[config.mk]
export PLATFORM = sky130hd
export DESIGN_NAME = upc_display_sequencer
export DESIGN_NICKNAME = d
export VERILOG_FILES = /design/src/rtl/upc_display_sequencer.sv
export SDC_FILE = /design/constraint.sdc
export NUM_CORES = 1
export LEC_CHECK = 0
export ABC_AREA = 1
export BUFFER_PORTS_ARGS = -buffer_cell sky130_fd_sc_hd__buf_2
export CORE_MARGIN = 2
export CORE_UTILIZATION = 50
export DETAILED_ROUTE_END_ITERATION = 12
export GPL_TIMING_DRIVEN = 0
export PLACE_DENSITY = 0.69
export SLEW_MARGIN = 20
export SYNTH_ARGS = -nofsm -noshare
export SYNTH_HDL_FRONTEND = slang
export SYNTH_SLANG_ARGS = --single-unit
[constraint.sdc]
create_clock -name clk_i -period 2.1 [get_ports clk_i]
set_input_delay 0.105 -clock clk_i [delete_from_list [all_inputs] [get_ports clk_i]]
set_output_delay 0.105 -clock clk_i [all_outputs]
set_load 0.03 [all_outputs]
[src/rtl/upc_display_sequencer.sv]
// upc_display_sequencer
//   Drives the item-name HEX display of the UPC checker. An accepted scan is
//   shown for HOLD_TICKS display ticks. A stolen item then blinks
//   (blank first) for ALERT_BLINKS blank/show pairs before the display goes
//   blank. A scan that arrives while an item is on display can be held in a
//   one-deep pending slot and is shown next without an idle gap.
//
//   Build option: define UPC_SEQ_PENDING_EN to enable the pending slot.
//   Without it, every valid scan that arrives while busy is dropped and
//   raises overflow.
//
// Ports
//   clk_i         system clock, rising edge
//   reset_n_i     asynchronous active-low reset
//   upc_valid_i   one-cycle scan strobe
//   upc_code_i    item code; valid codes are 0,1,3,4,5,6
//   upc_stolen_i  stolen flag, sampled with upc_valid_i
//   upc_disc_i    discount flag, sampled with upc_valid_i
//   bcd_o         code to the item identifier, 4'hF = blank
//   led_stolen_o  item on display is stolen
//   led_disc_o    item on display is discounted
//   busy_o        an item is on display (SHOW or ALERT)
//   err_o         one-cycle pulse after a scan with an invalid code
//   overflow_o    sticky: a valid scan was dropped; cleared only by reset
module upc_display_sequencer #(
    parameter int TICK_DIV     = 50_000_000,
    parameter int HOLD_TICKS   = 3,
    parameter int BLINK_TICKS  = 1,
    parameter int ALERT_BLINKS = 3
) (
    input  logic       clk_i,
    input  logic       reset_n_i,
    input  logic       upc_valid_i,
    input  logic [3:0] upc_code_i,
    input  logic       upc_stolen_i,
    input  logic       upc_disc_i,
    output logic [3:0] bcd_o,
    output logic       led_stolen_o,
    output logic       led_disc_o,
    output logic       busy_o,
    output logic       err_o,
    output logic       overflow_o
);
    localparam int PHASES   = 2 * ALERT_BLINKS;
    localparam int TICK_MAX = (HOLD_TICKS > BLINK_TICKS) ? HOLD_TICKS : BLINK_TICKS;
    localparam int DIV_W    = (TICK_DIV > 1) ? $clog2(TICK_DIV) : 1;
    localparam int TICK_W   = (TICK_MAX > 1) ? $clog2(TICK_MAX) : 1;
    localparam int PH_W     = $clog2(PHASES);

    localparam logic [DIV_W-1:0]  DIV_LAST   = DIV_W'(TICK_DIV - 1);
    localparam logic [TICK_W-1:0] HOLD_LAST  = TICK_W'(HOLD_TICKS - 1);
    localparam logic [TICK_W-1:0] BLINK_LAST = TICK_W'(BLINK_TICKS - 1);
    localparam logic [PH_W-1:0]   PH_LAST    = PH_W'(PHASES - 1);
    localparam logic [3:0]        BLANK      = 4'hF;

    typedef enum logic [1:0] {IDLE, SHOW, ALERT} state_e;

    typedef struct packed {
        logic [3:0] code;
        logic       stolen;
        logic       disc;
    } item_t;

    state_e            state_q, state_d;
    logic [DIV_W-1:0]  div_q, div_d;
    logic [TICK_W-1:0] tick_q, tick_d;
    logic [PH_W-1:0]   phase_q, phase_d;
    item_t             item_q, item_d, scan;
`ifdef UPC_SEQ_PENDING_EN
    item_t             pend_q, pend_d;
    logic              pend_vld_q, pend_vld_d;
`endif
    logic [3:0]        bcd_q, bcd_d;
    logic              led_stolen_q, led_stolen_d, led_disc_q, led_disc_d;
    logic              busy_q, busy_d, err_q, err_d, overflow_q, overflow_d;

    logic code_ok, scan_ok, tick_end, hold_end, phase_end, item_end, restart;

    always_comb begin
        code_ok   = upc_code_i inside {4'd0, 4'd1, 4'd3, 4'd4, 4'd5, 4'd6};
        scan_ok   = upc_valid_i && code_ok;
        scan      = '{code: upc_code_i, stolen: upc_stolen_i, disc: upc_disc_i};
        tick_end  = (div_q == DIV_LAST);
        hold_end  = (state_q == SHOW) && tick_end && (tick_q == HOLD_LAST);
        phase_end = (state_q == ALERT) && tick_end && (tick_q == BLINK_LAST);
        // The item is finished: a non-stolen SHOW, or the final ALERT phase.
        item_end  = (hold_end && !item_q.stolen) || (phase_end && (phase_q == PH_LAST));

        state_d    = state_q;
        item_d     = item_q;
`ifdef UPC_SEQ_PENDING_EN
        pend_d     = pend_q;
        pend_vld_d = pend_vld_q;
`endif
        overflow_d = overflow_q;
        err_d      = upc_valid_i && !code_ok;
        restart    = 1'b0;

        // Cycle divider -> tick counter -> blink phase counter.
        div_d   = tick_end ? '0 : div_q + 1'b1;
        tick_d  = tick_end ? tick_q + 1'b1 : tick_q;
        phase_d = phase_q;
        if (phase_end) begin
            tick_d  = '0;
            phase_d = phase_q + 1'b1;
        end

        case (state_q)
            IDLE: if (scan_ok) begin
                state_d = SHOW;
                item_d  = scan;
                restart = 1'b1;
            end
            SHOW: if (hold_end && item_q.stolen) begin
                state_d = ALERT;
                restart = 1'b1;
            end
            default: ;
        endcase

        if (state_q != IDLE) begin
`ifdef UPC_SEQ_PENDING_EN
            if (item_end) begin
                restart = 1'b1;
                if (pend_vld_q) begin
                    // Pending item goes on display; a scan in this same
                    // cycle takes over the slot just freed.
                    state_d    = SHOW;
                    item_d     = pend_q;
                    pend_vld_d = scan_ok;
                    if (scan_ok) pend_d = scan;
                end else if (scan_ok) begin
                    // Scan on the last cycle: slot fills and drains at once.
                    state_d = SHOW;
                    item_d  = scan;
                end else begin
                    state_d = IDLE;
                end
            end else if (scan_ok) begin
                if (!pend_vld_q) begin
                    pend_vld_d = 1'b1;
                    pend_d     = scan;
                end else begin
                    overflow_d = 1'b1;
                end
            end
`else
            if (item_end) begin
                restart = 1'b1;
                state_d = IDLE;
            end
            if (scan_ok) overflow_d = 1'b1;
`endif
        end

        // Durations are exact: every state entry starts counting from zero.
        if (restart || state_d == IDLE) begin
            div_d   = '0;
            tick_d  = '0;
            phase_d = '0;
        end

        // Outputs follow the next state so they change with it.
        case (state_d)
            SHOW:    bcd_d = item_d.code;
            ALERT:   bcd_d = phase_d[0] ? item_d.code : BLANK;
            default: bcd_d = BLANK;
        endcase
        busy_d       = (state_d != IDLE);
        led_stolen_d = busy_d && item_d.stolen;
        led_disc_d   = busy_d && item_d.disc;
    end

    always_ff @(posedge clk_i or negedge reset_n_i) begin
        if (!reset_n_i) begin
            state_q      <= IDLE;
            div_q        <= '0;
            tick_q       <= '0;
            phase_q      <= '0;
            item_q       <= '0;
`ifdef UPC_SEQ_PENDING_EN
            pend_q       <= '0;
            pend_vld_q   <= 1'b0;
`endif
            bcd_q        <= BLANK;
            led_stolen_q <= 1'b0;
            led_disc_q   <= 1'b0;
            busy_q       <= 1'b0;
            err_q        <= 1'b0;
            overflow_q   <= 1'b0;
        end else begin
            state_q      <= state_d;
            div_q        <= div_d;
            tick_q       <= tick_d;
            phase_q      <= phase_d;
            item_q       <= item_d;
`ifdef UPC_SEQ_PENDING_EN
            pend_q       <= pend_d;
            pend_vld_q   <= pend_vld_d;
`endif
            bcd_q        <= bcd_d;
            led_stolen_q <= led_stolen_d;
            led_disc_q   <= led_disc_d;
            busy_q       <= busy_d;
            err_q        <= err_d;
            overflow_q   <= overflow_d;
        end
    end

    assign bcd_o        = bcd_q;
    assign led_stolen_o = led_stolen_q;
    assign led_disc_o   = led_disc_q;
    assign busy_o       = busy_q;
    assign err_o        = err_q;
    assign overflow_o   = overflow_q;
endmodule

==> impl_metrics.ini <==
[status]
status = finished, violations left
failed_checks = setup timing

[detailed_routing]
via_per_inst = 4.96
dr.pass1.iters = 4
drt_wl_total_um = 6320
drc = 0
routedWlPerCell_um = 13.2
ant_nets = 0
num_vias = 2378
drtIter0Drc = 129

[power]
comb_power_share = 0.312
finalPower_w = 0.00287
p_per_area_nw_per_um2 = 817
pwr-share-seq = 0.413
power.leakage_nw = 1.66
p_sw_w = 0.000937
swShare = 0.326
power.internal_w = 0.00193
clkPwrFrac = 0.275
ir_drop_v = 0.000533

[synth]
yosysTopAreaCellShare = 0.413
synthDistinctLibCells = 27
netlist_area_um2 = 2670
ys_seq_area_frac = 0.452
synth_edf_count = 0
avgSynthCellArea_um2 = 7.71
synth_nets = 363
synth_cells = 346
netlist_top_cells_count = 81 x nand2_1, 58 x inv_1, 57 x nor2_1
ys_seq_elements = 48
synth_largest_area_cell = dfrtp_1
synth_ff_type = dfrtp_1
yosysWarnings = 0
yosysMostFrequentCell = nand2_1
synth_async_sr_flop_share = 1.00
synth_area_leaders = dfrtp_1 41%, nand2_1 11%, inv_1 8.2%

[die]
row_count = 26
die_y_um = 77.0
core-area_um2 = 5140
die_area_um2 = 5940
start_util = 0.519
boundaryPins = 18
die_w_um = 77.0

[timing]
grt_setup_unrepaired = true
period_minus_slack_ps = 2180
fmax_mhz = 459
relSlewSlack = 0.604
worst-slew-pin-transition_ps = 594
setup_ws_ps = -79.6
finalSetupViolCount = 28
period_share = 1.04
finalMaxSlewViolations = 0
skew_ps = 6.24
finalHoldViolations = 0

[cts]
htreeDepth = 2
clk_path_buf_depth = 2
clkLatencyLatePin_ps = 300
cts.sink_count = 48
cts-buffers-inserted = 5
clockRootBuffer = clkbuf_8
clk_pin_slew_worst_paths_ps = 90
tritoncts = yes

[critical_path]
slowest_delay_ps = 400
arrival_ps = 2370
path_buf_inv = 3
path_class = register to register
crit_path_max_fanout = 5
cpMostUsedCell = buf_4
path_cells = ha_4 -> nand3_4 -> buf_4 -> buf_4 -> nor4_1 -> nand4_1 -> nand2_4 -> buf_8 -> nor2_2
slowest_stage = dfrtp_1
cp_top_family = simple AND/OR/NAND/NOR gates
r2r_start = div_q[1]
rr_worst_depth = 9
required_ps = 2290
reg2reg_slack_ps = -80
reg2reg_to = div_q[7]
end_kind = register
crit_path_start_kind = register

[global_route]
grt_pass1_vias = 2363
antenna_found_initial = 0
grt-ovfl-total = 0
grt_max_degree = 49
grt_pass1_wl_um = 10600
gr-usage-all-layers = 0.227

[finish]
area_delta_synth_final_pct = 31.7
antenna_cells = 0
regArea_um2 = 1210
nets = 425
multi_input_area_um2 = 1420
fillers = 442
drive_gt1_frac = 0.337
final_cells = 479

[placement]
placed_cells = 433
globalplace.congestion = 0.916
portBuffers = 17
dp_hpwl_um = 4190

[run]
maxCapViolations = 0

[min_path]
hold_path_depth = 3
min_to = item_q[0]
hold_start = upc_disc_i
min_path_type = input pin to register
layout make-up:
| type | instances | share of cell area |
|---|---|---|
| repair buffers | 55 | 0.113 |
| multi-input cells | 234 | 0.403 |
| clock buffers | 6 | 0.0207 |
| clock inverters | 2 | 0.0171 |
| plain buffers | 2 | 0.00998 |
| flip-flops and latches | 48 | 0.345 |
| well taps | 70 | 0.0249 |
| inverters | 62 | 0.0670 |
how the worst max path moves through the flow:
stage / startpoint / to / slack (ps) / cells past startpoint
after floorplan: div_q[0] / div_q[19] / 20 / 17
after global placement: div_q[0] / div_q[15] / -370 / 18
after detailed placement: div_q[0] / div_q[15] / -390 / 17
after CTS: div_q[0] / div_q[7] / -150 / 17
after global routing: tick_q[0] / div_q[7] / -250 / 16
final: div_q[1] / div_q[7] / -80 / 9
sequential cells by signal, summed over array words and instances (netlist names):
signal        cells
phase_q           3
led_disc_o        1
state_q           2
bcd_o             4
busy_o            1
div_q            26
err_o             1
led_stolen_o      1
tick_q            2
item_q            6
overflow_o        1
power by group through the flow:
stage | Combinational, W | Sequential [W] | Clock (W)
floorplan | 0.000344 | 0.00131 | 0
global placement | 0.000626 | 0.00120 | 0
global route | 0.000982 | 0.00120 | 0.000840
finish | 0.000895 | 0.00119 | 0.000791
detailed placement | 0.000632 | 0.00120 | 0
CTS | 0.000786 | 0.00118 | 0.000798
worst min-delay path: cells and delay by family:
family	cells	cell delay, ps
AOI/OAI and AO/OA	1	60
buffers and inverters	2	150
layout by cell type, fill, tap and decap left out, types with 2 or more instances in the layout:
cell and instances:
a21oi_2 3, bufinv_16 2, buf_2 16, dfrtp_2 4
dfstp_2 4, buf_6 2, nand2_2 10, nand3_1 12
nor2_4 12, nand2_1 75, or2_2 2, buf_4 35
ha_1 5, a211oi_1 2, nor4_1 2, buf_12 2
nor3_1 14, nor2_2 20, inv_2 11, dfrtp_1 40
o21ai_0 4, a21oi_1 3, xor2_1 15, inv_1 50
xnor2_1 7, nor2_1 28, nand4_1 9, clkbuf_8 5
ha_4 2
what timing repair did:
item,4_1_cts,5_1_grt
hold buffers,0,1
gates resized for setup,37,36
cloned,1,0
buffers inserted,16,20
setup endpoints to repair,35,36
endpoints found under the hold margin,0,44
pin swaps,8,13
kinds of logic after synthesis:
kind of cell	Yosys count	share of synthesized area
simple gates	190	0.313
buf+inv	64	0.0957
flops	48	0.452
xor+xnor	22	0.0722
compound gates	14	0.0291
fa+ha+maj	8	0.0375
routing by layer:
metal / GRT usage / share of wire
met5: 0 / 0
met4: 0.0607 / 0.012
met3: 0.0447 / 0.038
met2: 0.403 / 0.52
met1: 0.282 / 0.43
stage by stage:
step / hold slack [ps] / util / TNS [ps] / worst slack, ps / instance area, µm²
6_report: 43.9 / 0.683 / -1330 / -79.6 / 3510
5_1_grt: 61.5 / 0.683 / -7010 / -247 / 3510
4_1_cts: 26.8 / 0.631 / -3330 / -151 / 3240
3_5_place_dp: 350 / 0.557 / -11100 / -392 / 2860
3_3_place_gp: 353 / 0.557 / -10970 / -370 / 2860
2_1_floorplan: -191 / - / 0 / 16.8 / 2690
Power figures use the tool's default switching activity.
